**src/rtl/imem_line_responder.sv**
```systemverilog
// ----------------------------------------------------------------------------
// imem_line_responder
//
// Purpose: the responder on the fetch stage's instruction-memory port. A
// small direct-mapped line buffer serves the instruction reads. On a miss the
// whole line is fetched from a backing-memory read port. There is no write
// path.
//
// Ports:
//   clk          clock; all state updates on posedge
//   rst_n        synchronous active-low reset
//   imem_addr    fetch byte address (bits [1:0] ignored)
//   imem_rmask   nonzero = read request this cycle (always a full word)
//   imem_rdata   instruction word, valid while imem_resp=1, held otherwise
//   imem_resp    one-cycle response pulse for the oldest accepted request
//   inv          invalidate every line (fence.i)
//   dfp_addr     line-aligned fill address
//   dfp_read     fill request, held high until dfp_resp
//   dfp_rdata    fill line; word i at bits [32i+31:32i]
//   dfp_resp     single-cycle pulse, fill data valid
//
// Handshake: a request is accepted in any IDLE cycle where imem_rmask != 0.
// Exactly one imem_resp pulse follows for each accepted request. On a fill,
// dfp_read rises the cycle after the miss. dfp_read and dfp_addr stay
// constant until the first cycle that samples dfp_resp=1. dfp_read drops on
// the cycle after that.
// ----------------------------------------------------------------------------
module imem_line_responder #(
  parameter int NUM_LINES  = 4,
  parameter int LINE_WORDS = 4
) (
  input  logic                      clk,
  input  logic                      rst_n,
  input  logic [31:0]               imem_addr,
  input  logic [3:0]                imem_rmask,
  output logic [31:0]               imem_rdata,
  output logic                      imem_resp,
  input  logic                      inv,
  output logic [31:0]               dfp_addr,
  output logic                      dfp_read,
  input  logic [32*LINE_WORDS-1:0]  dfp_rdata,
  input  logic                      dfp_resp
);

  localparam int OFF_W    = $clog2(LINE_WORDS);
  localparam int IDX_BITS = $clog2(NUM_LINES);
  // A single-line buffer has no index field. A 1-bit index that is always
  // zero keeps the declarations legal.
  localparam int IDX_W    = (IDX_BITS > 0) ? IDX_BITS : 1;
  localparam int TAG_LSB  = 2 + OFF_W + IDX_BITS;
  localparam int TAG_W    = 32 - TAG_LSB;

  typedef enum logic [1:0] {
    IDLE = 2'd0,
    FILL = 2'd1,
    DONE = 2'd2
  } state_t;

  state_t                    state;

  logic                      valid_q [NUM_LINES];
  logic [TAG_W-1:0]          tag_q   [NUM_LINES];
  logic [32*LINE_WORDS-1:0]  data_q  [NUM_LINES];

  // Fields of the missing address, captured when the fill starts.
  logic [TAG_W-1:0]          lat_tag;
  logic [IDX_W-1:0]          lat_idx;
  logic [OFF_W-1:0]          lat_off;

  logic [TAG_W-1:0]          req_tag;
  logic [IDX_W-1:0]          req_idx;
  logic [OFF_W-1:0]          req_off;
  logic                      req;
  logic                      hit;

  assign req_tag = imem_addr[31:TAG_LSB];
  assign req_off = imem_addr[OFF_W+1:2];

  generate
    if (IDX_BITS > 0) begin : g_idx
      assign req_idx = imem_addr[TAG_LSB-1:2+OFF_W];
    end else begin : g_no_idx
      assign req_idx = '0;
    end
  endgenerate

  // The byte-offset bits are unused because every read returns a full word.
  logic unused_addr_bits;
  assign unused_addr_bits = ^imem_addr[1:0];

  assign req = (imem_rmask != 4'd0);
  assign hit = valid_q[req_idx] && (tag_q[req_idx] == req_tag);

  always_ff @(posedge clk) begin
    if (!rst_n) begin
      state      <= IDLE;
      imem_resp  <= 1'b0;
      imem_rdata <= 32'd0;
      dfp_read   <= 1'b0;
      dfp_addr   <= 32'd0;
      lat_tag    <= '0;
      lat_idx    <= '0;
      lat_off    <= '0;
      for (int i = 0; i < NUM_LINES; i++) valid_q[i] <= 1'b0;
    end else begin
      imem_resp <= 1'b0;

      case (state)
        IDLE: begin
          if (req) begin
            // When inv is high in the same cycle, the request must not hit.
            // The buffer is being invalidated, so the request becomes a miss.
            if (hit && !inv) begin
              imem_resp  <= 1'b1;
              imem_rdata <= data_q[req_idx][32*req_off +: 32];
            end else begin
              lat_tag  <= req_tag;
              lat_idx  <= req_idx;
              lat_off  <= req_off;
              dfp_read <= 1'b1;
              dfp_addr <= {imem_addr[31:OFF_W+2], {(OFF_W+2){1'b0}}};
              state    <= FILL;
            end
          end
        end

        FILL: begin
          // The fetch inputs are ignored in this state. The fill always
          // completes for the latched address.
          if (dfp_resp) begin
            data_q[lat_idx]  <= dfp_rdata;
            tag_q[lat_idx]   <= lat_tag;
            valid_q[lat_idx] <= 1'b1;
            dfp_read         <= 1'b0;
            imem_resp        <= 1'b1;
            imem_rdata       <= dfp_rdata[32*lat_off +: 32];
            state            <= DONE;
          end
        end

        DONE: begin
          // The response is on the outputs during this cycle. Any request
          // seen in this cycle is dropped.
          state <= IDLE;
        end

        default: state <= IDLE;
      endcase

      // This clear comes after the case, so it overrides the line-valid set
      // done by a dfp_resp in the same cycle. That line is then left invalid.
      if (inv) begin
        for (int i = 0; i < NUM_LINES; i++) valid_q[i] <= 1'b0;
      end
    end
  end

endmodule

```
**config.mk**
```make
export PLATFORM = sky130hd
export DESIGN_NAME = imem_line_responder
export DESIGN_NICKNAME = d
export VERILOG_FILES = /design/src/rtl/imem_line_responder.sv
export SDC_FILE = /design/constraint.sdc
export NUM_CORES = 1
export LEC_CHECK = 0
export BUFFER_PORTS_ARGS = -buffer_cell sky130_fd_sc_hd__buf_2
export CORE_ASPECT_RATIO = 1.1
export CORE_MARGIN = 2
export CORE_UTILIZATION = 54
export CTS_BUF_LIST = sky130_fd_sc_hd__clkbuf_16
export DETAILED_ROUTE_END_ITERATION = 6
export PLACE_DENSITY_LB_ADDON = 0.1
export SETUP_SLACK_MARGIN = 0.5
export SYNTH_ARGS = -nofsm -noshare
export SYNTH_HDL_FRONTEND = slang
export SYNTH_SLANG_ARGS = --single-unit
export TNS_END_PERCENT = 1
```
**constraint.sdc**
```tcl
create_clock -name clk -period 12.5 [get_ports clk]
set_input_delay 0.625 -clock clk [delete_from_list [all_inputs] [get_ports clk]]
set_output_delay 0.625 -clock clk [all_outputs]
set_load 0.01 [all_outputs]
```
# [After elaboration in Yosys (flattened, before gate mapping)]
# Memories as Yosys holds them, arrays and structs flattened.
# Cells that the tools add are included.
[totals] input_bits=168 wordCells=81 mem_bits_ro=0 latchBits=0 output_inout_bits=66 ramBits=620 ff_bits=94 memories=3
[op_classes] addsub=0 mul=0 mux=30 n_eq_ne=10 shift=2 magnitude_cmp=0 n_bitwise=17 n_reduce_logical=11 n_div=0
[mem_list] name="data_q" words=4 word_bits=128 read_ports=1 rd_ports_with_merged_regs=0 write_ports=1 line_no="63" source="logic [32*LINE_WORDS-1:0] data_q [NUM_LINES];"
[mem_list] name="tag_q" words=4 word_bits=26 read_ports=1 rd_ports_with_merged_regs=0 write_ports=1 line_no="62" source="logic [TAG_W-1:0] tag_q [NUM_LINES];"
[mem_list] name="valid_q" words=4 word_bits=1 read_ports=1 rd_ports_with_merged_regs=0 write_ports=4 line_no="61" source="logic valid_q [NUM_LINES];"
[op_table] cell="indexed part select 128 x 8 -> 32 bit" n=2
[op_table] cell="two-way mux 32 bit" n=3
[op_table] cell="one-hot mux 32 bit (2 select lines)" n=1
[op_table] cell="equality test 26 bit" n=1
[op_table] cell="two-way mux 1 bit" n=19
[op_table] cell="AND 1 bit" n=8
[op_table] cell="equality test 2 bit, second input constant" n=4
[op_table] cell="two-way mux 2 bit" n=4
[op_table] cell="inequality test 2 bit, second input constant" n=4
[op_table] cell="AND reduction 4 bit" n=2
[op_table] cell="AND reduction 3 bit" n=2
[op_table] cell="inverter 1 bit" n=5
[op_table] cell="bitwise OR 1 bit" n=4
[op_table] cell="one-hot mux 1 bit (2 select lines)" n=2
[op_table] cell="one-hot mux 2 bit (2 select lines)" n=1
[op_table] cell="nonzero test 4 bit" n=1
[op_table] cell="equality test 2 x 1 -> 1 bit, second input constant" n=1
[op_table] cell="logical AND 1 bit" n=2
[op_table] cell="zero test 2 bit" n=1
[op_table] cell="nonzero test 2 bit" n=1
[op_table] cell="zero test 1 bit" n=1
[op_table] cell="OR reduction 1 bit" n=1

# [Logic depth before layout (Yosys ltp)]
[logic_depth] depth_word=11 mapped_depth=13 ltp_nobuf=7

# [Worst setup path before layout]
# OpenSTA, ideal clock, no wires.
[synth_path] kind="input -> register" startpoint="in dfp_resp" endpoint="mem data_q[1][0] (netlist name) (enable)" setup_time_ns=0.856 arrival_ns=11.585 required_ns=11.644 path_buffers=1 setup_slack_ns=0.059 cell_stages=4 path_cell_list="clkbuf_1 and2_1 nand2_1 nor3_1"
[synth_via] elab_chain_cells=4
[synth_lines] element="from (decl)" line_no="42" source="input logic dfp_resp"
[synth_lines] element="two-way mux 1 bit" line_no="130" source="if (dfp_resp) begin"
[synth_lines] element="two-way mux 1 bit" line_no="108" source="case (state)"
[synth_lines] element="two-way mux 1 bit" line_no="95" source="if (!rst_n) begin"
[synth_lines] element="two-way mux 1 bit (implied by the code)" line_no="131" source="data_q[lat_idx] <= dfp_rdata;"
[synth_lines] element="to (decl)" line_no="63"
# No other way between the ends.

# [Worst setup path after layout]
[layout_path] startpoint="in imem_addr[4]" endpoint="reg imem_rdata[3]"
[layout_via] elab_chain_cells=6 word_cells_on_any_way=12 cone_classes="eq/ne: 2; shift: 1; mux: 3; reduce/logical: 3; memory: 3"
[layout_lines] element="from (decl)" line_no="34" source="input logic [31:0] imem_addr,"
[layout_lines] element="parallel branches: the longest is 6 deep, another holds memory read (4 x 128 bit)"
[layout_lines] element="to (signal assigned)" line_no="115" source="imem_rdata <= data_q[req_idx][32*req_off +: 32];"
[layout_lines] element="to (signal assigned)" line_no="136" source="imem_rdata <= dfp_rdata[32*lat_off +: 32];"
[layout_lines] element="to (decl)" line_no="36" source="output logic [31:0] imem_rdata,"
# Parallel ways; which one is timed is not known. The select of a mux whose other input is x is not followed.
# A chain may end at the register's enable or synchronous reset.

==> flow_summary.json <==
{
  "setup_tns_ns": 0,
  "r2r-start": "state[1]",
  "dieArea_sq_um": 53640,
  "period_share_pct": 35.69,
  "hp-class": "input pin to flip-flop",
  "hp-start": "dfp_rdata[67]",
  "power_density_nw_per_um2": 155.7,
  "clock-root-buffer": "clkbuf_16",
  "num_vias": 15127,
  "io_buffers": 227,
  "worstSetupPathType": "input pin to flip-flop",
  "r2r-end": "lat_tag[7]",
  "synth_commonest_cells": "616 x edfxtp_1, 176 x mux4_2, 106 x nand2_1",
  "cts_buffers": 70,
  "yosysTopAreaCell": "edfxtp_1",
  "rsz0062_at_grt": "no",
  "synthCells": 1495,
  "ys_types": 40,
  "cts_buffer_depth": 3,
  "antenna_found_initial": 12,
  "leakage_nw": 10.78,
  "grt_max_degree": 83,
  "fmax_mhz": 224.1,
  "grt_pass1_wl_um": 98520,
  "dpl.hpwl_um": 36300,
  "cp.required_ns": 13.00,
  "min_to": "data_q[2][67]",
  "status": "finished, final reports clean",
  "die_w_um": 221.0,
  "ys_warn_count": 0,
  "design_area_sq_um": 31770,
  "grt_pass1_vias": 16009,
  "core_area_sq_um": 51270,
  "period_needed_ns": 4.462,
  "drt-total-wl_um": 65470,
  "track_usage_pct": 24.67,
  "path_clk_slew_ns": 0.06,
  "arrival_ns": 4.97,
  "worstSetupEndpointType": "flip-flop",
  "startpoint": "imem_addr[4]",
  "dpl_worst_slack_ns": 7.436,
  "cts_resized": 0,
  "areaGrowthSynthToFinish_pct": 13.57,
  "num_rows": 87,
  "synth_seq_area_share_pct": 71.14,
  "worstHoldPathCells": 1,
  "start_util_pct": 54.56,
  "dpl_cell_area_sq_um": 29680,
  "drc_errors": 0,
  "post_cts.repair.setup_buffers": 0,
  "synth.most_common_cell": "edfxtp_1",
  "slew_viol_final": 0,
  "synth_top_cell_area_share_pct": 66.13,
  "multi_input_area_sq_um": 7542,
  "finish.utilization_pct": 61.96,
  "synth_area_leaders": "edfxtp_1 66%, mux4_2 14%, dfxtp_1 5.0%, mux2i_1 3.6%, nand2_1 1.4%",
  "worst_skew_pair.late_latency_ns": 0.59,
  "cts_hold_buf": 0,
  "die_h_um": 242.7,
  "grt-ovfl-total": 0,
  "seq_area_sq_um": 19900,
  "synthesis.area_sq_um": 27970,
  "hold_viol_final": 0,
  "timing.hold.ws_ns": 0.2584,
  "ioPinCount": 234,
  "r2r_setup_slack_ns": 9.06,
  "worstMarginPinSlew_ns": 1.227,
  "wl_per_cell_um": 26.78,
  "skew_ns": 0.01642,
  "viasPerCell": 6.187,
  "setup_slack_ns": 8.038,
  "ir_drop_mv": 0.1111,
  "n_fill_cell": 3706,
  "firstDrtPassIters": 5,
  "setup_violations": 0,
  "crit_fanout": 82,
  "synthFlopType": "edfxtp_1",
  "drt-initial-drc-count": 1204,
  "cts_tree": "yes",
  "ys_seq_elements": 686,
  "ant_nets": 0,
  "htreeDepth": 3,
  "finalWeightedCongestion": 0.7320,
  "final_nets": 1890,
  "slew_headroom_pct": 17.77,
  "synth_edf_count": 616,
  "syn_area_per_cell_sq_um": 18.71,
  "drive_gt1_share_pct": 30.08,
  "reg2reg_depth": 7,
  "synthArstFlopShare_pct": 0,
  "maxCapViolCount": 0,
  "start_kind": "input pin",
  "cts_sinks": 686
}
## where the power goes
group	internal, mW	switching [mW]	leakage (nW)
combinational	0.179	0.266	3.51
sequential	2.56	0.0385	6.15
clock	1.09	0.819	1.12
## registers in the layout, summed over array words and instances (netlist names)
signal	count
data_q	512
state	2
tag_q	104
lat_idx	1
imem_rdata	32
lat_off	2
imem_resp	1
lat_tag	25
valid_q	4
dfp_read	1
dfp_addr	2
## per-layer routing
| layer | GRT usage [%] | wire length, um |
|---|---|---|
| met1 | 33.60 | 26330 |
| met2 | 40.12 | 32080 |
| met3 | 5.423 | 5536 |
| met4 | 7.935 | 1443 |
| met5 | 0 | 73 |
## area by class of cell
type | instances | share of cell area, %
antenna | 6 | 0.04726
clock buffer | 73 | 5.750
clock inverter | 49 | 0.7759
inverter | 6 | 0.07089
multi-input combinational | 701 | 23.74
sequential | 686 | 62.64
tap | 667 | 2.627
timing repair buffer | 257 | 4.344
## through the flow
step	power, mW	instances
5_1_grt	5.113	2442
6_report	4.948	2445
4_1_cts	4.993	2439
2_1_floorplan	2.919	1498
3_3_place_gp	3.082	2317
3_5_place_dp	3.092	2317
## cells in the final DEF, fill, tap and decap left out, types with 2 or more instances in the layout
cell | Yosys | routed
and2_1 | 5 | 2
bufinv_16 | 0 | 2
edfxtp_1 | 616 | 616
a221oi_1 | 33 | 33
mux2i_1 | 100 | 100
nand4_1 | 9 | 9
nor2b_1 | 32 | 31
inv_1 | 6 | 33
diode_2 | 0 | 6
o221ai_1 | 2 | 2
a31oi_1 | 5 | 4
mux4_2 | 176 | 176
xor2_1 | 4 | 4
clkinv_1 | 0 | 12
dfxtp_2 | 0 | 2
and2_2 | 0 | 3
nor3_2 | 0 | 5
o211ai_1 | 32 | 32
clkbuf_16 | 0 | 73
dfxtp_1 | 70 | 68
xnor2_1 | 24 | 24
nor3_1 | 7 | 2
nand2_1 | 106 | 106
buf_2 | 7 | 224
nand2b_1 | 5 | 4
conb_1 | 1 | 4
buf_4 | 24 | 31
nor2_1 | 38 | 37
mux4_1 | 7 | 7
nand3_1 | 67 | 67
nand3b_1 | 2 | 2
o21ai_0 | 34 | 34
clkinv_2 | 0 | 8
## critical path, cell delays in order
cell	delay, ns
buf_8	0.65
buf_4	0.87
mux4_1	0.67
xnor2_1	0.22
nand2_1	0.13
a2111oi_2	0.34
and3_2	0.22
buf_4	0.70
nand3_1	0.19
o211ai_1	0.15
## how the worst max path moves through the flow
stage,end,slack (ns)
after floorplan,data_q[1][0],0.06
after detailed placement,imem_rdata[22],7.44
after global routing,imem_rdata[19],7.65
after CTS,imem_rdata[3],8.04
after global placement,imem_rdata[16],7.43
final,imem_rdata[3],8.04
## cells by family (layout without fill, tap and decap cells)
family	count (synthesis)	count (layout)	share of synthesized area (%)
AOI/OAI and AO/OA	112	112	2.872
xor gates and xnor gates	28	28	0.8767
buffers and inverters	111	385	2.165
DFF	686	686	71.14
muxes	283	283	18.41
other	1	10	0.01341
and+or+nand+nor	274	274	4.531
(Power assumes the default switching activity.)
